`src/rtl/time_register.sv`:
```
// rtl/time_register.sv - time-of-day hours/minutes/seconds register with button-driven set modes
module time_register #(
    parameter int RESET_HOURS   = 0,
    parameter int RESET_MINUTES = 0,
    parameter int RESET_SECONDS = 0
) (
    input  logic       i_clk,
    input  logic       i_reset_n,
    input  logic       i_1hz_stb,
    input  logic       i_slow_set_stb,
    input  logic       i_fast_set_stb,
    input  logic       i_fast_set,
    input  logic       i_set_hours,
    input  logic       i_set_minutes,
    output logic [4:0] o_hours,
    output logic [5:0] o_minutes,
    output logic [5:0] o_seconds,
    output logic       o_set_active,
    output logic       o_day_stb
);

    localparam logic [1:0] ST_RUN     = 2'd0;
    localparam logic [1:0] ST_SET_MIN = 2'd1;
    localparam logic [1:0] ST_SET_HR  = 2'd2;

    logic [1:0] state_q, state_d;
    logic [4:0] hours_q, hours_d;
    logic [5:0] minutes_q, minutes_d;
    logic [5:0] seconds_q, seconds_d;
    logic       set_active_q;
    logic       day_stb_q, day_stb_d;

    logic       set_stb;
    logic       sec_wrap, min_wrap, hr_wrap;
    logic [5:0] sec_inc, min_inc;
    logic [4:0] hr_inc;

    // Mode follows the button levels; conflicting or released buttons mean RUN.
    always_comb begin
        state_d = ST_RUN;
        if (i_set_hours && !i_set_minutes) begin
            state_d = ST_SET_HR;
        end else if (i_set_minutes && !i_set_hours) begin
            state_d = ST_SET_MIN;
        end
    end

    // Field increments; >= so that an out-of-range value (bad parameter) wraps to 0.
    always_comb begin
        set_stb  = i_fast_set ? i_fast_set_stb : i_slow_set_stb;
        sec_wrap = (seconds_q >= 6'd59);
        min_wrap = (minutes_q >= 6'd59);
        hr_wrap  = (hours_q >= 5'd23);
        sec_inc  = sec_wrap ? 6'd0 : 6'(seconds_q + 6'd1);
        min_inc  = min_wrap ? 6'd0 : 6'(minutes_q + 6'd1);
        hr_inc   = hr_wrap ? 5'd0 : 5'(hours_q + 5'd1);
    end

    // Next time value: only the action of the current mode applies.
    always_comb begin
        hours_d   = hours_q;
        minutes_d = minutes_q;
        seconds_d = seconds_q;
        day_stb_d = 1'b0;
        case (state_q)
            ST_SET_MIN: begin
                seconds_d = 6'd0;
                if (set_stb) begin
                    minutes_d = min_inc;
                end
            end
            ST_SET_HR: begin
                seconds_d = 6'd0;
                if (set_stb) begin
                    hours_d = hr_inc;
                end
            end
            ST_RUN: begin
                if (i_1hz_stb) begin
                    seconds_d = sec_inc;
                    if (sec_wrap) begin
                        minutes_d = min_inc;
                        if (min_wrap) begin
                            hours_d   = hr_inc;
                            day_stb_d = hr_wrap;
                        end
                    end
                end
            end
            default: begin
                seconds_d = 6'd0;
            end
        endcase
    end

    // State and output registers; reset loads the configured time of day.
    always_ff @(posedge i_clk) begin
        if (!i_reset_n) begin
            state_q      <= ST_RUN;
            hours_q      <= 5'(RESET_HOURS);
            minutes_q    <= 6'(RESET_MINUTES);
            seconds_q    <= 6'(RESET_SECONDS);
            set_active_q <= 1'b0;
            day_stb_q    <= 1'b0;
        end else begin
            state_q      <= state_d;
            hours_q      <= hours_d;
            minutes_q    <= minutes_d;
            seconds_q    <= seconds_d;
            set_active_q <= (state_d != ST_RUN);
            day_stb_q    <= day_stb_d;
        end
    end

    assign o_hours      = hours_q;
    assign o_minutes    = minutes_q;
    assign o_seconds    = seconds_q;
    assign o_set_active = set_active_q;
    assign o_day_stb    = day_stb_q;

endmodule

```
`config.mk`:
```
export PLATFORM = sky130hd
export DESIGN_NAME = time_register
export DESIGN_NICKNAME = d
export VERILOG_FILES = /design/src/rtl/time_register.sv
export SDC_FILE = /design/constraint.sdc
export NUM_CORES = 1
export LEC_CHECK = 0
export ABC_AREA = 1
export ABC_CLOCK_PERIOD_IN_PS = 1300
export BUFFER_PORTS_ARGS = -buffer_cell sky130_fd_sc_hd__buf_2
export CORE_MARGIN = 8
export CORE_UTILIZATION = 45
export DETAILED_ROUTE_END_ITERATION = 8
export PLACE_DENSITY_LB_ADDON = 0.05
export SLEW_MARGIN = 10
export SYNTH_ARGS = -nofsm -noshare
export SYNTH_HDL_FRONTEND = slang
export SYNTH_SLANG_ARGS = --single-unit
```
`constraint.sdc`:
```
create_clock -name i_clk -period 1.3 [get_ports i_clk]
set_input_delay 0.13 -clock i_clk [delete_from_list [all_inputs] [get_ports i_clk]]
set_output_delay 0.13 -clock i_clk [all_outputs]
set_load 0.05 [all_outputs]
```
==> impl_metrics.yaml, run 1 <==
synthesis:
  synth_mux_area_frac: 0
  ys_ff_latch: 21
  synth_xor_area_frac: 0.0310
  synth_top_family_by_area: "simple AND/OR/NAND/NOR gates"
  avgSynthCellArea_um2: 7.01
  syn_inst: 161
  yosys_warnings: 0
  synthSimpleGateAreaFrac: 0.385
  synth_nets: 174
  synth_compound_area_frac: 0.0665
  ys_types: 24
  synth_fa_ha_area_frac: 0.0554
  ys_seq_area_frac: 0.373
  syn_area_um2: 1130
critical_path:
  path_cells: "ha_4, inv_2, nand2_2, nand3_4, nand2_8, buf_6, a21oi_2, nor2_1, nor2_1"
  startpoint: "o_seconds[0]$_SDFFE_PN0P_"
  worstSetupEndpoint: "o_minutes[5]$_SDFFE_PN0P_"
  crit_family: "simple AND/OR/NAND/NOR gates"
  critPathKind: "reg2reg"
  cp.arrival_ns: 1.58
  r2r_slack_ns: -0.03
  crit_top_cell: "nor2_1"
  crit_buf_inv: 2
  required_ns: 1.55
  rr_worst_depth: 9
  cp.depth: 9
  cp-start-kind: "flip-flop"
  r2r_start: "o_seconds[0]$_SDFFE_PN0P_"
  crit_path_end_kind: "flip-flop"
  cpMaxStageDelayCell: "dfxtp_4"
  r2r-end: "o_minutes[5]$_SDFFE_PN0P_"
  worstPathMaxFanout: 6
  slowest_delay_ns: 0.37
clock_tree:
  worstSkewPairLatency_ns: 0.30
  cts_tree: "yes"
  clock-sinks: 21
  cts-htree-levels: 1
  clockBufferDepth: 2
  cts_inserted_buffers: 3
  path_clk_slew_ns: 0.12
  cts_root_buf: "clkbuf_4"
  cts_hold_buf: 0
layout:
  final-seq-area_um2: 463
  multi_input_area_um2: 761
  layout_common_cells: "nand2_1, buf_2, inv_1"
  antenna_cells: 0
  fillers: 216
  syn2layout_area_growth_pct: 45.1
  num-nets-final: 218
  final_util: 0.673
  instances_no_fill: 234
  layout_commonest_cell: "nand2_1"
  drive_above_1_share: 0.456
grt:
  grt_pass1_vias: 1089
  top_usage_layer: "met2"
  use_met2: 0.207
  met3_usage: 0.0322
  grt_pass1_wl_mm: 4.57
  antenna_found_initial: 0
  grt_usage: 0.129
  grt_max_degree: 12
  gr-usage-met1: 0.157
  grt_remaining_overflow: 0
floorplan:
  core_um2: 2430
  die_y_um: 66.1
  die-area_um2: 4370
  std_cell_rows: 18
  initial_core_util: 0.464
  die_w_um: 66.1
  io_pins: 27
placed_design:
  dp_hpwl_mm: 1.96
  port_buffers: 26
  place_inst: 217
  routabilityCongestion: 0.809
  pre_cts_ws_ns: -0.0541
detailed_routing:
  wl_mm: 2.82
  routed-via-count: 1149
  ant_nets: 0
  wire_per_inst_um: 12.1
  avgViaCountPerCell: 4.91
  drt-pass1-iter-count: 4
  drt_iter0_drc: 97
  drc: 0
timing:
  finalMaxSlewViolations: 0
  rsz0062_at_grt: "yes"
  slew_headroom: 0.812
  hold_viol_final: 0
  max_freq_ghz: 0.752
  setup_ws_ns: -0.0291
  fin_crit_sh: 1.02
  finalSetupViolations: 8
  worst_pin_slew_ns: 0.280
  layout_min_cycle_time_ns: 1.33
  clock_skew_ns: 0.00334
status:
  status: "finished, violations left"
  violations: "negative setup slack"
pwr:
  leakagePower_nw: 0.773
  total_power_mw: 1.27
  p_per_area_nw_per_um2: 776
  ir_worst_vdd_v: 0.000728
worst_hold_path:
  holdCritPathClass: "in2reg"
job:
  maxCapViolations: 0
[cells by family (layout without fill, tap and decap cells)]
kind of cell | Yosys count | count (layout)
flops | 21 | 21
simple gates | 90 | 91
compound gates | 15 | 15
fa+ha+maj | 5 | 5
buf+inv | 26 | 68
xor+xnor | 4 | 4
[worst register-to-register path, stage by stage, from the launching register on]
cell and delay, ns:
dfxtp_4 0.37, ha_4 0.16, inv_2 0.05, nand2_2 0.06
nand3_4 0.12, nand2_8 0.10, buf_6 0.14, a21oi_2 0.12
nor2_1 0.06, nor2_1 0.09
[state kept, by name, summed over array words and instances (netlist names)]
name,flops
state_q,2
o_day_stb,1
o_hours,5
o_seconds,6
o_minutes,6
o_set_active,1
[worst min-delay path by stage]
stage | from | to | slack, ns | cells after the start
global placement | i_set_minutes | o_set_active$_SDFF_PN0_ | 0.42 | 3
detailed placement | i_set_minutes | o_set_active$_SDFF_PN0_ | 0.42 | 3
finish | i_set_minutes | o_set_active$_SDFF_PN0_ | 0.08 | 3
floorplan | i_1hz_stb | o_seconds[1]$_SDFFE_PN0P_ | 0.29 | 2
CTS | i_set_minutes | o_set_active$_SDFF_PN0_ | 0.07 | 3
global route | i_set_minutes | o_set_active$_SDFF_PN0_ | 0.09 | 3
[Yosys cell counts]
| cell | number | area share |
|---|---|---|
| nand2_1 | 41 | 0.14 |
| inv_1 | 25 | 0.083 |
| dfxtp_1 | 21 | 0.37 |
| nor2_1 | 20 | 0.067 |
| a21oi_1 | 11 | 0.049 |
| nand3_1 | 10 | 0.044 |
| ha_1 | 5 | 0.055 |
| nand2_4 | 3 | 0.030 |
| nor2_2 | 3 | 0.017 |
| o21ai_0 | 3 | 0.013 |
| xor2_1 | 3 | 0.023 |
| nand3_2 | 2 | 0.018 |
| nand4_1 | 2 | 0.011 |
| nor2_4 | 2 | 0.020 |
| buf_4 | 1 | 0.0067 |
| nand3b_1 | 1 | 0.0067 |
| nor3_1 | 1 | 0.0044 |
| nor3b_1 | 1 | 0.0067 |
| nor4_1 | 1 | 0.0055 |
| nor4b_1 | 1 | 0.0078 |
| o21ai_1 | 1 | 0.0044 |
| or2_1 | 1 | 0.0055 |
| or2_2 | 1 | 0.0055 |
| xnor2_1 | 1 | 0.0078 |
[stage by stage]
stage / area (µm²) / hold WS [ns] / TNS [ns]
finish: 1640 / 0.0838 / -0.0941
global route: 1640 / 0.0851 / -1.16
CTS: 1450 / 0.0746 / -0.0163
detailed placement: 1380 / 0.419 / -0.127
global placement: 1380 / 0.420 / -0.00500
floorplan: 1210 / 0.292 / -0.128
[what timing repair did]
| item | in CTS | in global routing |
|---|---|---|
| resized for setup | 1 | 24 |
| setup buffers | 5 | 7 |
| endpoints found under the setup margin | 8 | 13 |
| pin swaps | 2 | 12 |
| cloned | 0 | 1 |
[layer usage]
layer	vias to the layer above	part of all wire
met3	3	0.063
met2	30	0.50
met1	524	0.42
met4	0	0.0096
li1	592	-
met5	-	0
[report_power, final]
part           switching (mW)  internal, mW  total [mW]
Sequential             0.0184         0.652       0.670
Combinational           0.174         0.104       0.279
Clock                   0.203         0.120       0.323
Total                   0.396         0.875        1.27
[area by class of cell]
type                       instances  share of cell area
clock buffer                       4              0.0160
inverter                          25              0.0573
multi-input combinational        115               0.464
sequential                        21               0.283
tap                               30              0.0229
timing repair buffer              39               0.157
Note: power is estimated with default switching activity, not from simulation.
==> run 2: changes to the inputs <==
Settings changed: PLACE_DENSITY set to 0.71, PLACE_DENSITY_LB_ADDON 0.05 to not set.
==> impl_metrics.yaml, run 2 (synthesis gave the netlist of run 1 again) <==
detailed_routing:
  ant_nets: 0
  drc: 0
  wire_per_inst_um: 11.1
  avgViaCountPerCell: 4.90
  routed-via-count: 1112
  drt-pass1-iter-count: 4
  wl_mm: 2.52
  drt_iter0_drc: 37
timing:
  slew_headroom: 0.847
  worst_pin_slew_ns: 0.226
  finalSetupViolations: 0
  finalMaxSlewViolations: 0
  max_freq_ghz: 0.790
  clock_skew_ns: 0.00285
  fin_crit_sh: 0.974
  rsz0062_at_grt: "yes"
  layout_min_cycle_time_ns: 1.27
  hold_viol_final: 0
clock_tree:
  cts_tree: "yes"
  cts_root_buf: "clkbuf_4"
  cts_inserted_buffers: 3
  worstSkewPairLatency_ns: 0.30
  cts_hold_buf: 0
  path_clk_slew_ns: 0.11
  cts-htree-levels: 1
  clock-sinks: 21
  clockBufferDepth: 2
critical_path:
  cp.arrival_ns: 1.47
  crit_path_end_kind: "flip-flop"
  slowest_delay_ns: 0.37
  path_cells: "ha_4, nor2_2, nor2_4, nor2_2, nor2_4, nand2_4, nand2_1, nand2_1, nor2_1"
  critPathKind: "reg2reg"
  required_ns: 1.50
  worstPathMaxFanout: 6
  cpMaxStageDelayCell: "dfxtp_4"
  cp-start-kind: "flip-flop"
grt:
  antenna_found_initial: 0
  grt_pass1_wl_mm: 4.25
  grt_usage: 0.118
  grt_pass1_vias: 1019
  grt_remaining_overflow: 0
  grt_max_degree: 12
floorplan:
  die-area_um2: 4370
  die_y_um: 66.1
  io_pins: 27
  initial_core_util: 0.464
  core_um2: 2430
  std_cell_rows: 18
  die_w_um: 66.1
layout:
  drive_above_1_share: 0.391
  num-nets-final: 211
  layout_common_cells: "nand2_1, buf_2, inv_1"
  syn2layout_area_growth_pct: 33.0
  final_util: 0.617
  antenna_cells: 0
  layout_commonest_cell: "nand2_1"
job:
  maxCapViolations: 0
pwr:
  p_per_area_nw_per_um2: 807
  leakagePower_nw: 0.728
  ir_worst_vdd_v: 0.000524
  total_power_mw: 1.21
placed_design:
  routabilityCongestion: 0.849
  dp_hpwl_mm: 1.89
  port_buffers: 26
worst_hold_path:
  holdCritPathClass: "in2reg"
status:
  status: "complete, no violations"
==> run 2: worst max-delay path: cells and delay by family, from the launching register on <==
kind / cells / cell delay [ns]
flip-flops: 1 / 0.37
AND/OR/NAND/NOR: 8 / 0.62
adder cells (fa/ha/maj): 1 / 0.16
==> run 2: area by class of cell <==
type / instances / area (µm²)
Fill cell: 229 / 931
Multi-Input combinational cell: 114 / 694
Tap cell: 30 / 37.5
Sequential cell: 21 / 463
Timing Repair Buffer: 33 / 186
Inverter: 25 / 93.8
Clock buffer: 4 / 26.3
==> run 2: worst paths after layout <==
check / cells after the start / end / startpoint / slack (ns)
worst max-delay path: 9 / o_hours[0]$_SDFFE_PN0P_ / o_minutes[1]$_SDFFE_PN0P_ / 0.03
worst min-delay path: 3 / o_set_active$_SDFF_PN0_ / i_set_minutes / 0.11
worst max register to register: 9 / o_hours[0]$_SDFFE_PN0P_ / o_minutes[1]$_SDFFE_PN0P_ / 0.03
worst min register to register: 2 / o_seconds[5]$_SDFFE_PN0P_ / o_seconds[5]$_SDFFE_PN0P_ / 0.50
==> run 2: repair_timing <==
item,in CTS,in global routing
setup buffers,4,2
resized for setup,1,11
pin swaps,2,4
endpoints found under the setup margin,6,11
==> run 2: power by group <==
group | internal (mW) | leakage, nW | switching, mW
sequential | 0.651 | 0.181 | 0.0185
combinational | 0.0781 | 0.532 | 0.153
clock | 0.120 | 0.0150 | 0.191
total | 0.849 | 0.728 | 0.363
==> run 2: layer usage <==
| metal | GRT usage | up-vias | share of wire |
|---|---|---|---|
| met5 | 0 | - | 0 |
| met4 | 0.0560 | 0 | 0.014 |
| met3 | 0.0322 | 4 | 0.062 |
| met2 | 0.197 | 30 | 0.47 |
| met1 | 0.135 | 499 | 0.45 |
| li1 | - | 579 | - |
==> run 2: stage by stage <==
stage / instances / TNS, ns / hold slack (ns) / setup slack (ns) / instance area [µm²]
detailed placement: 217 / -0.0940 / 0.422 / -0.0344 / 1380
floorplan: 161 / -0.128 / 0.292 / -0.0242 / 1210
global placement: 217 / -0.0110 / 0.418 / -0.00784 / 1380
finish: 227 / 0 / 0.106 / 0.0334 / 1500
global route: 227 / -0.294 / 0.112 / -0.0453 / 1500
CTS: 225 / -0.0184 / 0.0938 / -0.00936 / 1440
==> run 3: changes to the inputs <==
Settings changed: ABC_AREA 1 to not set, CTS_CLUSTER_DIAMETER set to 60.
==> impl_metrics.yaml, run 3 <==
detailed_routing:
  drc: 0
  drt-pass1-iter-count: 4
  drt_iter0_drc: 53
  ant_nets: 0
  routed-via-count: 1077
  wl_mm: 3.08
  avgViaCountPerCell: 5.47
  wire_per_inst_um: 15.6
synthesis:
  synth_area_leaders: "dfxtp_1, ha_1, a21boi_1, nor2_1, nand2_1"
  ys_seq_area_frac: 0.394
  ys_top_cells_by_count: "dfxtp_1, nor2_1, nand2_1"
  synth-edff-count: 0
  ys_types: 43
  syn_inst: 113
  synth_top_cell_area_share: 0.394
  avgSynthCellArea_um2: 9.44
  yosys_warnings: 0
  synth.most_common_cell: "dfxtp_1"
  ys_ff_latch: 21
  syn_area_um2: 1070
  yosysTopAreaCell: "dfxtp_1"
  synth_ff_type: "dfxtp_1"
  async_flop_share: 0
  synth_nets: 126
layout:
  instances_no_fill: 197
  num-nets-final: 183
  drive_above_1_share: 0.580
  stdcell_area_um2: 1640
  layout_common_cells: "buf_4, buf_2, nor2_1"
  syn2layout_area_growth_pct: 53.5
  layout_commonest_cell: "buf_4"
  antenna_cells: 0
  fillers: 166
critical_path:
  cp.arrival_ns: 1.84
  cp-start-kind: "flip-flop"
  crit_path_end_kind: "flip-flop"
  required_ns: 1.54
  critPathKind: "reg2reg"
  worstPathMaxFanout: 6
timing:
  setup_ws_ns: -0.300
  whs_ns: 0.0870
  layout_min_cycle_time_ns: 1.60
  max_freq_ghz: 0.625
  hold_viol_final: 0
  clock_skew_ns: 0.00751
  finalMaxSlewViolations: 0
  worst_pin_slew_ns: 0.346
  rsz0062_at_grt: "yes"
  slew_headroom: 0.769
  finalSetupViolations: 11
  fin_crit_sh: 1.23
status:
  violations: "negative setup slack"
  status: "finished, violations left"
placed_design:
  place_inst: 190
  post_dp_cell_area_um2: 1500
  pre_cts_ws_ns: -0.298
  dp_hpwl_mm: 2.16
  routabilityCongestion: 0.846
  port_buffers: 26
job:
  maxCapViolations: 0
clock_tree:
  cts_root_buf: "clkbuf_4"
  worstSkewPairLatency_ns: 0.30
  clockBufferDepth: 2
  cts_hold_buf: 0
  clock-sinks: 21
  cts_tree: "yes"
  cts_inserted_buffers: 3
  cts-htree-levels: 1
  path_clk_slew_ns: 0.13
floorplan:
  die_y_um: 64.7
  std_cell_rows: 17
  initial_core_util: 0.478
  die_w_um: 64.7
  core_um2: 2230
  die-area_um2: 4190
  io_pins: 27
pwr:
  comb_power_share: 0.147
  p_int_mw: 0.824
  leakagePower_nw: 0.720
  pwr-share-clk: 0.282
  p_switching_mw: 0.317
  p_per_area_nw_per_um2: 696
  total_power_mw: 1.14
  ir_worst_vdd_v: 0.000680
  pwr-share-seq: 0.572
  switching_share: 0.278
grt:
  antenna_found_initial: 0
  grt_max_degree: 19
  grt_pass1_wl_mm: 4.94
  grt_remaining_overflow: 0
  grt_pass1_vias: 1076
  grt_usage: 0.145
worst_hold_path:
  holdCritPathClass: "in2reg"
run 3: cell types whose count changed after synthesis, sizes merged, moves of 3 or more:
cell | before | now
a21boi | 0 | 6
a21oi | 11 | 1
nand3 | 12 | 5
nand2 | 44 | 9
or4b | 0 | 3
nor2 | 25 | 11
and4 | 0 | 3
inv | 25 | 3
nor2b | 0 | 3
or3 | 0 | 3
run 3: worst max-delay path, cell delays in order, from the launching register on:
cell,delay (ns)
dfxtp_4,0.38
ha_4,0.14
o2111a_4,0.23
a32oi_4,0.13
or4b_4,0.54
a21boi_2,0.11
run 3: logic make-up (layout without fill, tap and decap cells):
group	count (synthesis)	count (layout)	synth area share
and+or+nand+nor	48	48	0.260
adders and majority gates	5	5	0.0586
buffers and inverters	6	61	0.0223
muxes	2	2	0.0199
AOI/OAI and AO/OA	27	28	0.212
xor gates and xnor gates	4	4	0.0328
DFF	21	21	0.394
run 3: metal layers:
metal,vias to the layer above,wire [µm],GRT usage
met1,514,1400,0.177
li1,534,-,-
met5,-,0,0
met3,4,168,0.0395
met4,0,44,0.0572
met2,25,1460,0.234
run 3: area by class of cell:
| class | instances | area, µm² | area share |
|---|---|---|---|
| inverter | 3 | 11.3 | 0.00688 |
| timing repair buffer | 54 | 344 | 0.210 |
| multi-input combinational | 87 | 757 | 0.462 |
| clock buffer | 3 | 22.5 | 0.0138 |
| sequential | 21 | 463 | 0.283 |
| tap | 28 | 35.0 | 0.0214 |
| clock inverter | 1 | 5.00 | 0.00306 |
run 3: power groups by stage:
| stage | clock, mW | combinational, mW | sequential [mW] |
|---|---|---|---|
| after global placement | 0 | 0.145 | 0.664 |
| after global routing | 0.351 | 0.182 | 0.653 |
| final | 0.321 | 0.167 | 0.652 |
| after CTS | 0.333 | 0.164 | 0.651 |
| after detailed placement | 0 | 0.152 | 0.665 |
| after floorplan | 0 | 0.0532 | 0.705 |
run 3: repair_timing:
item                                   CTS  global route
cloned                                   1             0
endpoints found under the hold margin    0             0
pin swaps                                4             7
setup endpoints to repair               16            18
gates resized for setup                  8             7
setup buffers                            1             2
run 3: final timing paths:
| path | start | end | slack, ns | cells past startpoint |
|---|---|---|---|---|
| hold / removal | i_set_minutes | o_set_active$_SDFF_PN0_ | 0.09 | 3 |
| setup reg to reg | o_minutes[1]$_SDFFE_PN0P_ | o_hours[1]$_SDFFE_PN0P_ | -0.30 | 5 |
| setup / recovery | o_minutes[1]$_SDFFE_PN0P_ | o_hours[1]$_SDFFE_PN0P_ | -0.30 | 5 |
| hold reg to reg | o_seconds[5]$_SDFFE_PN0P_ | o_seconds[5]$_SDFFE_PN0P_ | 0.51 | 2 |
run 3: metrics by stage:
stage / setup TNS, ns / utilization
global route: -3.45 / 0.733
global placement: -2.33 / 0.671
CTS: -2.65 / 0.711
floorplan: -2.77 / -
finish: -2.60 / 0.733
detailed placement: -2.84 / 0.671
